File: config.mk
export PLATFORM = sky130hd
export DESIGN_NAME = gcd_sequencer_flat
export DESIGN_NICKNAME = d
export VERILOG_FILES = /design/src/rtl/gcd_sequencer_if.sv /design/src/rtl/gcd_sequencer.sv /design/src/flat_wrapper.sv
export SDC_FILE = /design/constraint.sdc
export NUM_CORES = 1
export LEC_CHECK = 0
export CORE_ASPECT_RATIO = 0.7
export CORE_MARGIN = 1
export CORE_UTILIZATION = 50
export DETAILED_ROUTE_END_ITERATION = 6
export DONT_BUFFER_PORTS = 1
export GPL_TIMING_DRIVEN = 0
export HOLD_SLACK_MARGIN = 0.05
export SYNTH_ARGS = -nofsm -noshare
export SYNTH_HDL_FRONTEND = slang
export SYNTH_SLANG_ARGS = --single-unit
File: constraint.sdc
create_clock -name clk -period 6.7 [get_ports clk]
set_input_delay 1.675 -clock clk [delete_from_list [all_inputs] [get_ports clk]]
set_output_delay 1.675 -clock clk [all_outputs]
set_load 0.1 [all_outputs]
File: src/rtl/gcd_sequencer_if.sv
// Operand/result handshake bundle between the IO wrapper (master) and gcd_sequencer (slave).
// Both directions use valid/ready; busy is a status sideband.
interface gcd_sequencer_if #(
    parameter int WIDTH = 32
);
    logic             in_valid;
    logic             in_ready;
    logic [WIDTH-1:0] a_in;
    logic [WIDTH-1:0] b_in;
    logic             out_valid;
    logic             out_ready;
    logic [WIDTH-1:0] gcd_out;
    logic             busy;

    modport master (
        output in_valid, a_in, b_in, out_ready,
        input  in_ready, out_valid, gcd_out, busy
    );

    modport slave (
        input  in_valid, a_in, b_in, out_ready,
        output in_ready, out_valid, gcd_out, busy
    );
endinterface

File: src/rtl/gcd_sequencer.sv
// Subtractive GCD controller: result valid S+1 edges after accept (S = subtractions), held until out_ready.
// Accepts only in IDLE; optional iteration counter port under GCD_ITER_CNT_EN.
module gcd_sequencer #(
    parameter int WIDTH = 32,
    parameter int CNT_W = 32
) (
    input  logic             clk,
    input  logic             rst,
    gcd_sequencer_if.slave   bus
`ifdef GCD_ITER_CNT_EN
    ,
    output logic [CNT_W-1:0] iter_cnt
`endif
);

    if (WIDTH < 2 || CNT_W < 1) begin : g_bad_param
        $error("gcd_sequencer: WIDTH must be >= 2 and CNT_W >= 1");
    end

    typedef enum logic [1:0] {
        IDLE = 2'd0,
        CALC = 2'd1,
        DONE = 2'd2
    } state_t;

    state_t           state;
    logic [WIDTH-1:0] a_r;
    logic [WIDTH-1:0] b_r;
    logic [WIDTH-1:0] gcd_r;
    logic             in_ready_r;
    logic             out_valid_r;
    logic             busy_r;

    assign bus.in_ready  = in_ready_r;
    assign bus.out_valid = out_valid_r;
    assign bus.gcd_out   = gcd_r;
    assign bus.busy      = busy_r;

    always_ff @(posedge clk) begin
        if (rst) begin
            state       <= IDLE;
            a_r         <= '0;
            b_r         <= '0;
            gcd_r       <= '0;
            in_ready_r  <= 1'b1;
            out_valid_r <= 1'b0;
            busy_r      <= 1'b0;
        end else begin
            case (state)
                IDLE: begin
                    if (bus.in_valid && in_ready_r) begin
                        a_r        <= bus.a_in;
                        b_r        <= bus.b_in;
                        state      <= CALC;
                        in_ready_r <= 1'b0;
                        busy_r     <= 1'b1;
                    end
                end
                CALC: begin
                    // Zero or equal operands terminate; otherwise shrink the larger one.
                    if (a_r == '0 || b_r == '0 || a_r == b_r) begin
                        gcd_r       <= (a_r == '0) ? b_r : a_r;
                        state       <= DONE;
                        out_valid_r <= 1'b1;
                    end else if (a_r > b_r) begin
                        a_r <= a_r - b_r;
                    end else begin
                        b_r <= b_r - a_r;
                    end
                end
                DONE: begin
                    if (bus.out_ready) begin
                        state       <= IDLE;
                        out_valid_r <= 1'b0;
                        busy_r      <= 1'b0;
                        in_ready_r  <= 1'b1;
                    end
                end
                default: begin
                    state       <= IDLE;
                    in_ready_r  <= 1'b1;
                    out_valid_r <= 1'b0;
                    busy_r      <= 1'b0;
                end
            endcase
        end
    end

`ifdef GCD_ITER_CNT_EN
    always_ff @(posedge clk) begin
        if (rst) begin
            iter_cnt <= '0;
        end else if (state == IDLE && bus.in_valid && in_ready_r) begin
            iter_cnt <= '0;
        end else if (state == CALC && a_r != '0 && b_r != '0 && a_r != b_r
                     && iter_cnt != {CNT_W{1'b1}}) begin
            iter_cnt <= iter_cnt + CNT_W'(1);
        end
    end
`endif

endmodule

File: src/flat_wrapper.sv
// flat-port wrapper written by rule: the top's interface ports become plain ports
module gcd_sequencer_flat 
#(
    parameter int WIDTH = 32,
    parameter int CNT_W = 32
)
  (clk, rst, bus_in_valid, bus_a_in, bus_b_in, bus_out_ready, bus_in_ready, bus_out_valid, bus_gcd_out, bus_busy);
  gcd_sequencer_if #(.WIDTH(WIDTH)) bus_i ();
  input  logic clk;
  input  logic rst;
  input wire logic [$bits(bus_i.in_valid)-1:0] bus_in_valid;
  input wire logic [$bits(bus_i.a_in)-1:0] bus_a_in;
  input wire logic [$bits(bus_i.b_in)-1:0] bus_b_in;
  input wire logic [$bits(bus_i.out_ready)-1:0] bus_out_ready;
  output wire logic [$bits(bus_i.in_ready)-1:0] bus_in_ready;
  output wire logic [$bits(bus_i.out_valid)-1:0] bus_out_valid;
  output wire logic [$bits(bus_i.gcd_out)-1:0] bus_gcd_out;
  output wire logic [$bits(bus_i.busy)-1:0] bus_busy;
  assign bus_i.in_valid = bus_in_valid;
  assign bus_i.a_in = bus_a_in;
  assign bus_i.b_in = bus_b_in;
  assign bus_i.out_ready = bus_out_ready;
  assign bus_in_ready = bus_i.in_ready;
  assign bus_out_valid = bus_i.out_valid;
  assign bus_gcd_out = bus_i.gcd_out;
  assign bus_busy = bus_i.busy;
  gcd_sequencer #(.WIDTH(WIDTH), .CNT_W(CNT_W)) u_core (.clk(clk), .rst(rst), .bus(bus_i));
endmodule
==> metrics <==
status completed; cell with the most instances after synthesis nor2_1; Buf/Inv on CP 2; Synth area leaders dfxtp_1 (24%), ha_1 (9.6%), a21oi_1 (8.0%); Comb pwr share 68.8%; hold_sp u_core.a_r[5]$_SDFFE_PP0P_; core area 0.0158 sq mm; Post-Syn Instances 1144; PwrDens roughly 560 mW/mm^2; sequential fraction of the synthesis area 24.5%; crit share post-route between 50% and 60%; CP delay by family, top compound AO/OA/AOI/OAI gates; Layout area overhead 7.02%; cts bufs inserted 9; vias in the first global route between 7000 and 8000; CTS Root Cell clkbuf_16; largest area contributor in the netlist dfxtp_1; Congestion Overflow GR 0; DR vias/cell around 6.5; Lkg Pwr 3.44 nW; Remaining DRCs 0; Worst EP required around 7.0 ns; Yosys top cell area share between 20 and 25%; Post-synth EDFFs 0; total chip power between 4 and 5 mW; Post-DRT Antenna Nets 0; Clock power frac a little under an eighth; Die X-Extent between 150 and 200 um; DP HPWL ~26000 um; sw power ~2.7 mW; Slew headroom between 20% and 30%; synthesized area per cell just over 7 sq um; clock skew around 0.016 ns; Layout Nets between 1000 and 1500; IO Pins around 100; max frequency about 260 MHz; Post-synth ARST share 0%; TNS Setup 0 ns; HP Class flop to flop; overall routing resource usage between 40% and 50%; Yosys reg bits ~100; Mapped Area 0.00825 sq mm; cells on worst reg2reg path 11; Peak VDD IR between 200 and 300 uV; Yosys Warn Count 0; drt first-iter violations 1367; Worst-path clk slew ~0.090 ns; crit path launch type flop; first-pass GRT wire length about 50000 um; crit path from u_core.b_r[13]$_SDFFE_PP0P_; die area around 0.017 sq mm; Clock Latency Late Sink 0.37 ns; Worst Setup End Kind flop; fillcell total roughly 1600; routed len/inst ~25 um; Initial Util roughly 52%; top fanout value on the critical path 10; drt first pass iters 5; hold path depth 2; via count about 9000; CTS tree done; R2R Path Start u_core.b_r[13]$_SDFFE_PP0P_; crit path time final between 3 and 4 ns; slowest cell on the critical path o31ai_1; hold buffers post-CTS 0; Critical Path Max Stage Delay between 0.6 and 0.7 ns; RSZ-0062 raised after global routing false; Pins Over Slew Limit 0; ys flop type dfxtp_1; Levels on crit path 11; Reg power frac between 10% and 20%; # port buffers 0; Crit Path Class flop to flop; worst path cell trace inv_1 > ha_1 > clkbuf_1 > nand2_1 > nor3_1 > o31ai_1 > o22ai_1 > a221oi_1 > o31ai_1 > xnor2_1 > o21ai_0; Yosys cell types 73; final hold violation count 0; CTS resizes 0; endpoints failing setup 0; RD Place Congestion approximately 0.98; layout cell share with drive strength beyond 1 roughly 5.6%; CTS sink count between 100 and 150; die height about 110 um; final wirelength between 30000 and 40000 um; Post-CTS Setup Bufs 0; largest net degree at the start of global routing 19; Ant. Diodes 0; Max Cap Violations 0; synthesized net count ~1300; Critical Path AT 4.08 ns; P_int roughly 2.2 mW; synth cell count leaders nor2_1 (148), a21oi_1 (132), nand2_1 (119), dfxtp_1 (101), inv_1 (79); Worst-Margin Slew 1.08 ns; CTS HTree Levels 3; switch share between 50% and 60%; row cnt 38; most used cell, CP o31ai_1; maximum buffer depth of the clock tree 2; antenna violations before repair 0
[kinds of logic after synthesis]
logic type	count (synthesis)	synth area share [%]
and+or+nand+nor	388	21.2
xor gates and xnor gates	45	4.78
adders and majority gates	65	10.0
muxes	9	1.11
AOI/OAI and AO/OA	377	30.1
DFF	101	24.5
buffers and inverters	159	8.31
[stage by stage]
| step | utilization (%) | setup slack [ns] | area, sq um | std cells | hold WS (ns) |
|---|---|---|---|---|---|
| detailed placement | 54.0 | 3.04 | 8530 | 1364 | 0.525 |
| CTS | 56.0 | 3.03 | 8830 | 1379 | 0.536 |
| floorplan | - | 3.79 | 8250 | 1144 | 0.473 |
| global route | 56.0 | 2.69 | 8830 | 1379 | 0.579 |
| finish | 56.0 | 2.87 | 8830 | 1379 | 0.538 |
| global placement | 54.0 | 3.02 | 8530 | 1364 | 0.519 |
[sequential cells by signal (all words and copies together) (netlist names)]
signal,count
u_core.a_r,32
u_core.b_r,32
u_core.bus.busy,1
u_core.bus.gcd_out,32
u_core.bus.in_ready,1
u_core.bus.out_valid,1
u_core.state,2
[cell usage in the layout (no fill, tap or decap), types with 7 or more instances in the layout]
| cell | n |
|---|---|
| nand2_1 | 119 |
| nor2b_1 | 8 |
| xor2_1 | 12 |
| nor2_1 | 148 |
| nor3_1 | 21 |
| nand2b_1 | 8 |
| o211ai_1 | 7 |
| a311oi_1 | 27 |
| o31ai_1 | 8 |
| o21bai_1 | 11 |
| buf_2 | 19 |
| nand3_1 | 16 |
| nand4_1 | 29 |
| clkbuf_1 | 47 |
| o21ai_0 | 48 |
| clkbuf_16 | 9 |
| ha_1 | 63 |
| o21a_1 | 9 |
| xnor2_1 | 33 |
| mux2i_1 | 8 |
| a21oi_1 | 132 |
| a31oi_1 | 19 |
| a211oi_1 | 55 |
| dfxtp_1 | 101 |
| inv_1 | 79 |
| a21o_1 | 19 |
| nor4_1 | 18 |
[worst reg2reg max path, cell delays in order, from the launching register on]
cell	delay, ns
dfxtp_1	0.47
inv_1	0.08
ha_1	0.29
clkbuf_1	0.37
nand2_1	0.16
nor3_1	0.56
o31ai_1	0.19
o22ai_1	0.29
a221oi_1	0.32
o31ai_1	0.66
xnor2_1	0.21
o21ai_0	0.11
[final timing paths]
check,endpoint,slack [ns]
max reg2reg,u_core.b_r[29]$_SDFFE_PP0P_,2.87
min,u_core.a_r[5]$_SDFFE_PP0P_,0.54
max,u_core.b_r[29]$_SDFFE_PP0P_,2.87
min reg2reg,u_core.a_r[5]$_SDFFE_PP0P_,0.54
[layer usage]
| layer | GRT usage (%) | wire length, um |
|---|---|---|
| met1 | 62.3 | 15700 |
| met2 | 50.2 | 12200 |
| met3 | 13.0 | 5180 |
| met4 | 12.0 | 842 |
| met5 | 0 | 0 |
[final cells by class]
class / instances / area [sq um] / area share (%)
Buffer: 80 / 389 / 4.41
Clock buffer: 9 / 225 / 2.55
Clock inverter: 6 / 78.8 / 0.892
Inverter: 79 / 297 / 3.36
Multi-Input combinational cell: 884 / 5550 / 62.8
Sequential cell: 101 / 2020 / 22.9
Tap cell: 220 / 275 / 3.12
[power groups by stage]
stage / clock network (mW) / registers [mW] / logic [mW]
floorplan: 0 / 0.860 / 2.39
global placement: 0 / 0.955 / 3.24
detailed placement: 0 / 0.956 / 3.23
CTS: 0.574 / 0.942 / 3.26
global route: 0.598 / 0.965 / 3.66
finish: 0.572 / 0.962 / 3.39
Note: power is estimated with default switching activity, not from simulation.
